<file path="src/rtl/ps2_frame_rx.sv">
// PS/2 device-to-host frame receiver: synchronised and glitch-filtered clock, 11-bit frame decode.
// Define PS2_RX_FIFO_EN for a 4-entry output FIFO; otherwise a single holding register is used.
`timescale 1ns/1ps
module ps2_frame_rx #(
  parameter int unsigned FILTER_LEN     = 8,
  parameter int unsigned TIMEOUT_CYCLES = 50000
) (
  input  logic       csi_clk,
  input  logic       csi_reset,
  input  logic       coe_kc,
  input  logic       coe_kd,
  output logic [7:0] out_data,
  output logic       out_valid,
  input  logic       out_ready,
  output logic       parity_err,
  output logic       frame_err,
  output logic       overrun
);

  localparam int unsigned FiltW = 4;
  localparam int unsigned ToW   = $clog2(TIMEOUT_CYCLES + 1);

  typedef enum logic [1:0] {StIdle, StData, StParity, StStop} state_e;

  logic             kc_s1_q, kc_s2_q, kd_s1_q, kd_s2_q;
  logic             kc_filt_q, kc_filt_d;
  logic [FiltW-1:0] filt_cnt_q, filt_cnt_d;
  logic             fall;
  state_e           state_q, state_d;
  logic [2:0]       bit_cnt_q, bit_cnt_d;
  logic [7:0]       shift_q, shift_d;
  logic             par_q, par_d;
  logic [ToW-1:0]   to_cnt_q, to_cnt_d;
  logic             timeout;
  logic             deliver, pop, push, full;
  logic             perr_q, perr_d, ferr_q, ferr_d, ovr_q, ovr_d;

  always_ff @(posedge csi_clk) begin
    if (csi_reset) begin
      kc_s1_q <= 1'b1;
      kc_s2_q <= 1'b1;
      kd_s1_q <= 1'b1;
      kd_s2_q <= 1'b1;
    end else begin
      kc_s1_q <= coe_kc;
      kc_s2_q <= kc_s1_q;
      kd_s1_q <= coe_kd;
      kd_s2_q <= kd_s1_q;
    end
  end

  // The filtered level flips on the FILTER_LEN-th consecutive differing sample.
  always_comb begin
    filt_cnt_d = '0;
    kc_filt_d  = kc_filt_q;
    if (kc_s2_q != kc_filt_q) begin
      if (filt_cnt_q == FiltW'(FILTER_LEN - 1)) begin
        kc_filt_d = kc_s2_q;
      end else begin
        filt_cnt_d = filt_cnt_q + FiltW'(1);
      end
    end
  end

  assign fall    = kc_filt_q & ~kc_filt_d;
  assign timeout = (state_q != StIdle) && !fall && (to_cnt_q == ToW'(TIMEOUT_CYCLES - 1));

  always_comb begin
    state_d   = state_q;
    bit_cnt_d = bit_cnt_q;
    shift_d   = shift_q;
    par_d     = par_q;
    to_cnt_d  = '0;
    deliver   = 1'b0;
    perr_d    = 1'b0;
    ferr_d    = 1'b0;
    if (state_q != StIdle && !fall) begin
      to_cnt_d = to_cnt_q + ToW'(1);
    end
    if (timeout) begin
      state_d   = StIdle;
      bit_cnt_d = '0;
      to_cnt_d  = '0;
      ferr_d    = 1'b1;
    end else if (fall) begin
      case (state_q)
        StIdle: begin
          if (!kd_s2_q) begin
            state_d   = StData;
            bit_cnt_d = '0;
          end
        end
        StData: begin
          shift_d   = {kd_s2_q, shift_q[7:1]};
          bit_cnt_d = bit_cnt_q + 3'd1;
          if (bit_cnt_q == 3'd7) begin
            state_d = StParity;
          end
        end
        StParity: begin
          par_d   = kd_s2_q;
          state_d = StStop;
        end
        StStop: begin
          state_d   = StIdle;
          bit_cnt_d = '0;
          if (!kd_s2_q) begin
            ferr_d = 1'b1;
          end else if (!(^{shift_q, par_q})) begin
            perr_d = 1'b1;
          end else begin
            deliver = 1'b1;
          end
        end
        default: state_d = StIdle;
      endcase
    end
  end

  always_ff @(posedge csi_clk) begin
    if (csi_reset) begin
      kc_filt_q  <= 1'b1;
      filt_cnt_q <= '0;
      state_q    <= StIdle;
      bit_cnt_q  <= '0;
      shift_q    <= '0;
      par_q      <= 1'b0;
      to_cnt_q   <= '0;
      perr_q     <= 1'b0;
      ferr_q     <= 1'b0;
      ovr_q      <= 1'b0;
    end else begin
      kc_filt_q  <= kc_filt_d;
      filt_cnt_q <= filt_cnt_d;
      state_q    <= state_d;
      bit_cnt_q  <= bit_cnt_d;
      shift_q    <= shift_d;
      par_q      <= par_d;
      to_cnt_q   <= to_cnt_d;
      perr_q     <= perr_d;
      ferr_q     <= ferr_d;
      ovr_q      <= ovr_d;
    end
  end

  // A pop in the same cycle frees a slot, so a simultaneous delivery is not an overrun.
  assign pop   = out_valid & out_ready;
  assign push  = deliver & (~full | pop);
  assign ovr_d = deliver & full & ~pop;

`ifdef PS2_RX_FIFO_EN
  logic [7:0] mem_q [4];
  logic [1:0] wr_ptr_q, wr_ptr_d, rd_ptr_q, rd_ptr_d;
  logic [2:0] cnt_q, cnt_d;

  assign full      = (cnt_q == 3'd4);
  assign out_valid = (cnt_q != 3'd0);
  assign out_data  = mem_q[rd_ptr_q];

  always_comb begin
    wr_ptr_d = wr_ptr_q;
    rd_ptr_d = rd_ptr_q;
    cnt_d    = cnt_q;
    if (push) begin
      wr_ptr_d = wr_ptr_q + 2'd1;
    end
    if (pop) begin
      rd_ptr_d = rd_ptr_q + 2'd1;
    end
    if (push && !pop) begin
      cnt_d = cnt_q + 3'd1;
    end else if (pop && !push) begin
      cnt_d = cnt_q - 3'd1;
    end
  end

  always_ff @(posedge csi_clk) begin
    if (csi_reset) begin
      for (int i = 0; i < 4; i++) begin
        mem_q[i] <= 8'h00;
      end
      wr_ptr_q <= '0;
      rd_ptr_q <= '0;
      cnt_q    <= '0;
    end else begin
      if (push) begin
        mem_q[wr_ptr_q] <= shift_q;
      end
      wr_ptr_q <= wr_ptr_d;
      rd_ptr_q <= rd_ptr_d;
      cnt_q    <= cnt_d;
    end
  end
`else
  logic [7:0] data_q, data_d;
  logic       valid_q, valid_d;

  assign full      = valid_q;
  assign out_valid = valid_q;
  assign out_data  = data_q;

  always_comb begin
    data_d  = data_q;
    valid_d = valid_q;
    if (push) begin
      data_d  = shift_q;
      valid_d = 1'b1;
    end else if (pop) begin
      valid_d = 1'b0;
    end
  end

  always_ff @(posedge csi_clk) begin
    if (csi_reset) begin
      data_q  <= 8'h00;
      valid_q <= 1'b0;
    end else begin
      data_q  <= data_d;
      valid_q <= valid_d;
    end
  end
`endif

  assign parity_err = perr_q;
  assign frame_err  = ferr_q;
  assign overrun    = ovr_q;

endmodule

</file>
<file path="config.mk">
export PLATFORM = sky130hd
export DESIGN_NAME = ps2_frame_rx
export DESIGN_NICKNAME = d
export VERILOG_FILES = /design/src/rtl/ps2_frame_rx.sv
export SDC_FILE = /design/constraint.sdc
export NUM_CORES = 1
export LEC_CHECK = 0
export CORE_ASPECT_RATIO = 0.6
export CORE_MARGIN = 5
export CORE_UTILIZATION = 66
export CTS_BUF_LIST = sky130_fd_sc_hd__clkbuf_8 sky130_fd_sc_hd__clkbuf_16
export CTS_CLUSTER_DIAMETER = 30
export DETAILED_ROUTE_END_ITERATION = 7
export DONT_BUFFER_PORTS = 1
export PLACE_DENSITY = 0.82
export SYNTH_ARGS = -nofsm -noshare
export SYNTH_HDL_FRONTEND = slang
export SYNTH_SLANG_ARGS = --single-unit
</file>
<file path="constraint.sdc">
create_clock -name csi_clk -period 2.75 [get_ports csi_clk]
set_input_delay 0.4125 -clock csi_clk [delete_from_list [all_inputs] [get_ports csi_clk]]
set_output_delay 0.4125 -clock csi_clk [all_outputs]
set_load 0.03 [all_outputs]
</file>
; ---- After elaboration in Yosys (flattened, before gate mapping)
; Index checks and enable logic that the tools add are counted.
[word_totals]
word_cells = 78
out_inout_bits = 12
romBits = 0
latchBits = 0
mem_bits_rw = 0
n_memories = 0
ff_bits = 51
inputBits = 5
[classes]
order_cmp = 0
muxes = 19
reduce_logical = 16
shifts = 0
n_bitwise = 15
addsub = 3
div = 0
mul = 0
n_eq_ne = 9
[ops]
columns = operator, n
row1 = $add 16x1->16 const B, 1
row2 = $eq 16x16->1 const B, 1
row3 = $mux 1, 14
row4 = $reduce_and 3->1, 4
row5 = $not 1->1, 9
row6 = $pmux 3 s3, 1
row7 = $reduce_xor 9->1, 1
row8 = $pmux 2 s4, 1
row9 = $reduce_or 3->1, 2
row10 = $and 1x1->1, 5
row11 = $reduce_or 5->1, 1
row12 = $add 4x1->4 const B, 1
row13 = $eq 2x2->1 const B, 2
row14 = $eq 4x3->1 const B, 1
row15 = $mux 2, 2
row16 = $ne 2x2->1 const B, 2
row17 = $reduce_bool 2->1, 2
row18 = $add 3x1->3 const B, 1
row19 = $eq 3x3->1 const B, 1
row20 = $mux 3, 1
row21 = $reduce_bool 3->1, 1
row22 = $eq 2x1->1 const B, 1
row23 = $logic_and 1x1->1, 2
row24 = $logic_not 2->1, 1
row25 = 4 further kinds, 4

; ---- Depth between registers and ports, before layout
[logic_depth]
ltp_word = 11
ltp_mapped = 7
mapped_depth_nobuf = 6

; ---- Least setup slack after synthesis
; No wires, ideal clock.
[synth_timing]
path_type = register -> register
start = reg filt_cnt_q[0]
end = reg to_cnt_q[11]
arrival_time_ns = 1.737
period_less_slack_ns = 1.801
n_path_buf = 2
stages_incl_launch_ff = 8
path_slack_ns = 0.949
setup_ns = 0.064
path_cell_list = dfxtp_1 ha_1 and3b_1 and2_1 or4_1 buf_4 buf_4 nor2_1
[synth_between]
elab_chain_cells = 9
word_cells_on_any_way = 10
cone_classes = eq/ne (1) / mux (2) / bitwise (3) / reduce/logical (4)
[synth_rtl]
columns = element, line
row1 = start: declaration, 27  ; logic [FiltW-1:0] filt_cnt_q, filt_cnt_d;
row2 = start signal: assignment, 134  ; filt_cnt_q <= filt_cnt_d;
row3 = $eq 4x3->1 *, 57  ; if (filt_cnt_q == FiltW'(FILTER_LEN - 1)) begin
row4 = $mux 1 *, 57
row5 = $mux 1 *, 56  ; if (kc_s2_q != kc_filt_q) begin
row6 = $not 1->1 *, 65  ; assign fall = kc_filt_q & ~kc_filt_d;
row7 = $and 1x1->1 *, 65
row8 = $logic_not 1->1 *, "66, 77"
row9 = $logic_and 1x1->1 *, "66, 77"
row10 = $logic_and 1x1->1 / $not 1->1 (equally long branches), --
row11 = $reduce_or 3->1 (no source line) *, --
row12 = end signal: assignment, 139  ; to_cnt_q <= to_cnt_d;
row13 = end: declaration, 33  ; logic [ToW-1:0] to_cnt_q, to_cnt_d;
; Mark *: on every way between the ends. The rest lies on a longest branch, timed or not.
; A chain may end at the register's enable or synchronous reset.

; ---- Worst setup path after layout
[layout_timing]
start = reg filt_cnt_q[0]
end = reg to_cnt_q[8]
; The elaborated chain is that of the path after synthesis.

==> out/results.ini <==
[timing]
fmax_ghz=0.470
tns_ns=0
skew_ns=0.0101
final.period_utilization_pct=77.3
final-setup-viol-count=0
slew_violations=0
relSlewSlack_pct=65.2
finalHoldViolCount=0
hold_slack_ns=0.159
final.min_clock_period_ns=2.13
tightest_slew_ns=0.521
rsz0062_at_grt=no

[global_route]
grt_max_degree=30
grt_overflow=0
grt_usage_pct=18.2
grt_pass1_wl_um=6510
grt_pass1_vias=1409
grt_antenna_before_repair=0

[pwr]
p_total_mw=1.36
p_leak_nw=0.767
ir_drop_uv=366
p_per_area_mw_per_mm2=584

[detailed_routing]
routedWlPerCell_um=13.5
vias=1556
wirelength_um=3830
firstDrtPassIters=5
first_iter_violations=75
via_per_inst=5.50
drc=0
drtAntennaViolNets=0

[cts]
cts.path.max_buffers=2
clk_latency_ns=0.30
cts-hold-fix-buffers=0
cts_resized=0
post-cts-setup-buffer-count=0
cts_tree=yes
clk_pin_slew_ns=0.10
numCtsBuffers=5
htree_levels=2
cts-root-buf=clkbuf_8
clock-sinks=51

[floorplanning]
core_mm2=0.00320
initial_core_util_pct=67.9
rows=16
die_height_um=54.5
num_io_pins=17
design.die.area_mm2=0.00458
dieWidth_um=84.1

[place]
place_area_mm2=0.00219
io_buffer_count=0
dp_hpwl_um=2660
gp_congestion=0.810

[outcome]
outcome=completed

[synth]
synth_area_mm2=0.00217
ys_ff_latch=51
syn_nets=251
avgSynthCellArea_um2=9.14
ys_seq_area_share_pct=47.0
ys_warn_count=0
synthCells=238
ys_types=35

[final_layout]
antennaDiodeCount=0
layout-drive-gt1-share_pct=6.72
synthToLayoutAreaGrowth_pct=7.13
multi_input_area_mm2=0.00109
layout.area.seq_mm2=0.00102
fillers=239
finalInstanceArea_mm2=0.00233
fin_nets=250
postLayoutCoreUtil_pct=72.7

[worst_setup_path]
crit_family=simple AND/OR/NAND/NOR gates
crit_path_max_incr_delay_ns=0.79
critPathKind=reg -> reg
ff2ff_setup_slack_ns=0.62
crit_path_end_kind=flop
worst-path-max-fanout=16
cp.arrival_ns=2.36
slowest_stage=or4_1
worst_ep_required_time_ns=2.98
start_kind=flop
path_buf_inv=0
crit_path_cell_trace=ha_1 -> and3b_1 -> and2_1 -> or4_1 -> nor2_1

[run]
cap_violations=0

[worst_hold_path]
min_path_type=in -> reg

final cells by class:
cell class | instances | area share (%)
Multi-Input combinational cell | 173 | 46.9
Sequential cell | 51 | 43.8
Clock buffer | 5 | 2.95
Clock inverter | 3 | 2.90
Tap cell | 45 | 2.42
Inverter | 6 | 0.967
report_power, final:
part | switching, mW | leakage, nW | internal (mW)
clock network | 0.249 | 0.0644 | 0.363
registers | 0.00197 | 0.412 | 0.741
logic | 0.00286 | 0.291 | 0.00349
total | 0.253 | 0.767 | 1.11
final timing paths:
path                               startpoint     endpoint  cells past startpoint
worst max-delay path            filt_cnt_q[0]  to_cnt_q[8]                      5
worst min-delay path                csi_reset   shift_q[3]                      1
worst max register to register  filt_cnt_q[0]  to_cnt_q[8]                      5
worst min register to register        kd_s1_q      kd_s2_q                      1
state kept, by name, summed over array words and instances (netlist names), 2 cells and up:
| signal | cells |
|---|---|
| shift_q | 8 |
| out_data | 8 |
| filt_cnt_q | 4 |
| to_cnt_q | 16 |
| state_q | 2 |
| bit_cnt_q | 3 |
cell families (layout without fill, tap and decap cells):
logic type      after synthesis  count (layout)  share of synthesized area (%)
compound gates               36              36                           9.09
fa+ha+maj                     8               8                           4.60
buf+inv                      14              14                           2.76
simple gates                104             104                           23.7
mux                           1               1                          0.460
xor+xnor                     24              24                           12.4
flops                        51              51                           47.0
per-layer routing:
layer,track usage (%),share of wire [%],routed length [um]
met1,25.5,52,1990
met2,27.0,41,1580
met3,5.41,5.8,221
met4,6.42,1.1,42
met5,0,0,0
per-stage QoR:
stage / worst slack (ns) / instances
6_report: 0.623 / 283
5_1_grt: 0.482 / 283
4_1_cts: 0.616 / 283
3_5_place_dp: 0.657 / 275
3_3_place_gp: 0.710 / 275
2_1_floorplan: 0.949 / 238
layout by cell type, fill, tap and decap left out, drive strengths merged:
cell type	instances
nand3	27
or2	4
nand2b	3
a211o	2
nand3b	3
or4b	1
or4	1
xor2	11
o21ai	10
xnor3	1
a21oi	21
clkinvlp	1
nor3	4
and3	1
a211oi	2
inv	6
nor4	1
dfxtp	51
nor2b	4
or3	1
and2	1
clkbuf	5
xnor2	12
ha	8
a221o	1
nor2	28
and3b	1
mux2i	1
bufinv	2
nand4	3
nand2	19
or4bb	2
cell usage after synthesis:
| library cell | number | area (um2) |
|---|---|---|
| o21ai_0 | 1 | 5.00 |
| inv_1 | 6 | 22.5 |
| or4bb_1 | 2 | 22.5 |
| a221o_1 | 1 | 10.0 |
| nand3_1 | 27 | 135 |
| a21oi_1 | 21 | 105 |
| xnor3_2 | 1 | 23.8 |
| clkbuf_1 | 5 | 18.8 |
| nor4_1 | 1 | 6.26 |
| nand2b_1 | 3 | 18.8 |
| a211oi_1 | 2 | 15.0 |
| ha_1 | 8 | 100 |
| dfxtp_1 | 51 | 1020 |
| o21ai_1 | 9 | 45.0 |
| buf_4 | 2 | 15.0 |
| xnor2_1 | 10 | 87.6 |
| nor2_1 | 28 | 105 |
| or4b_1 | 1 | 10.0 |
| nand2_1 | 19 | 71.3 |
| nor2b_1 | 4 | 25.0 |
| and3b_1 | 1 | 8.76 |
| nand4_1 | 3 | 18.8 |
| or2_2 | 4 | 25.0 |
| xor2_1 | 10 | 87.6 |
| xor2_2 | 1 | 16.3 |
| mux2i_1 | 1 | 10.0 |
| buf_1 | 1 | 3.75 |
| nand3b_1 | 3 | 22.5 |
| or4_1 | 1 | 7.51 |
| nor3_1 | 4 | 20.0 |
| a211o_1 | 2 | 17.5 |
| xnor2_4 | 2 | 55.1 |
| and2_1 | 1 | 6.26 |
| or3_1 | 1 | 6.26 |
| and3_1 | 1 | 6.26 |
No activity file was read; power rests on OpenSTA's default activity.
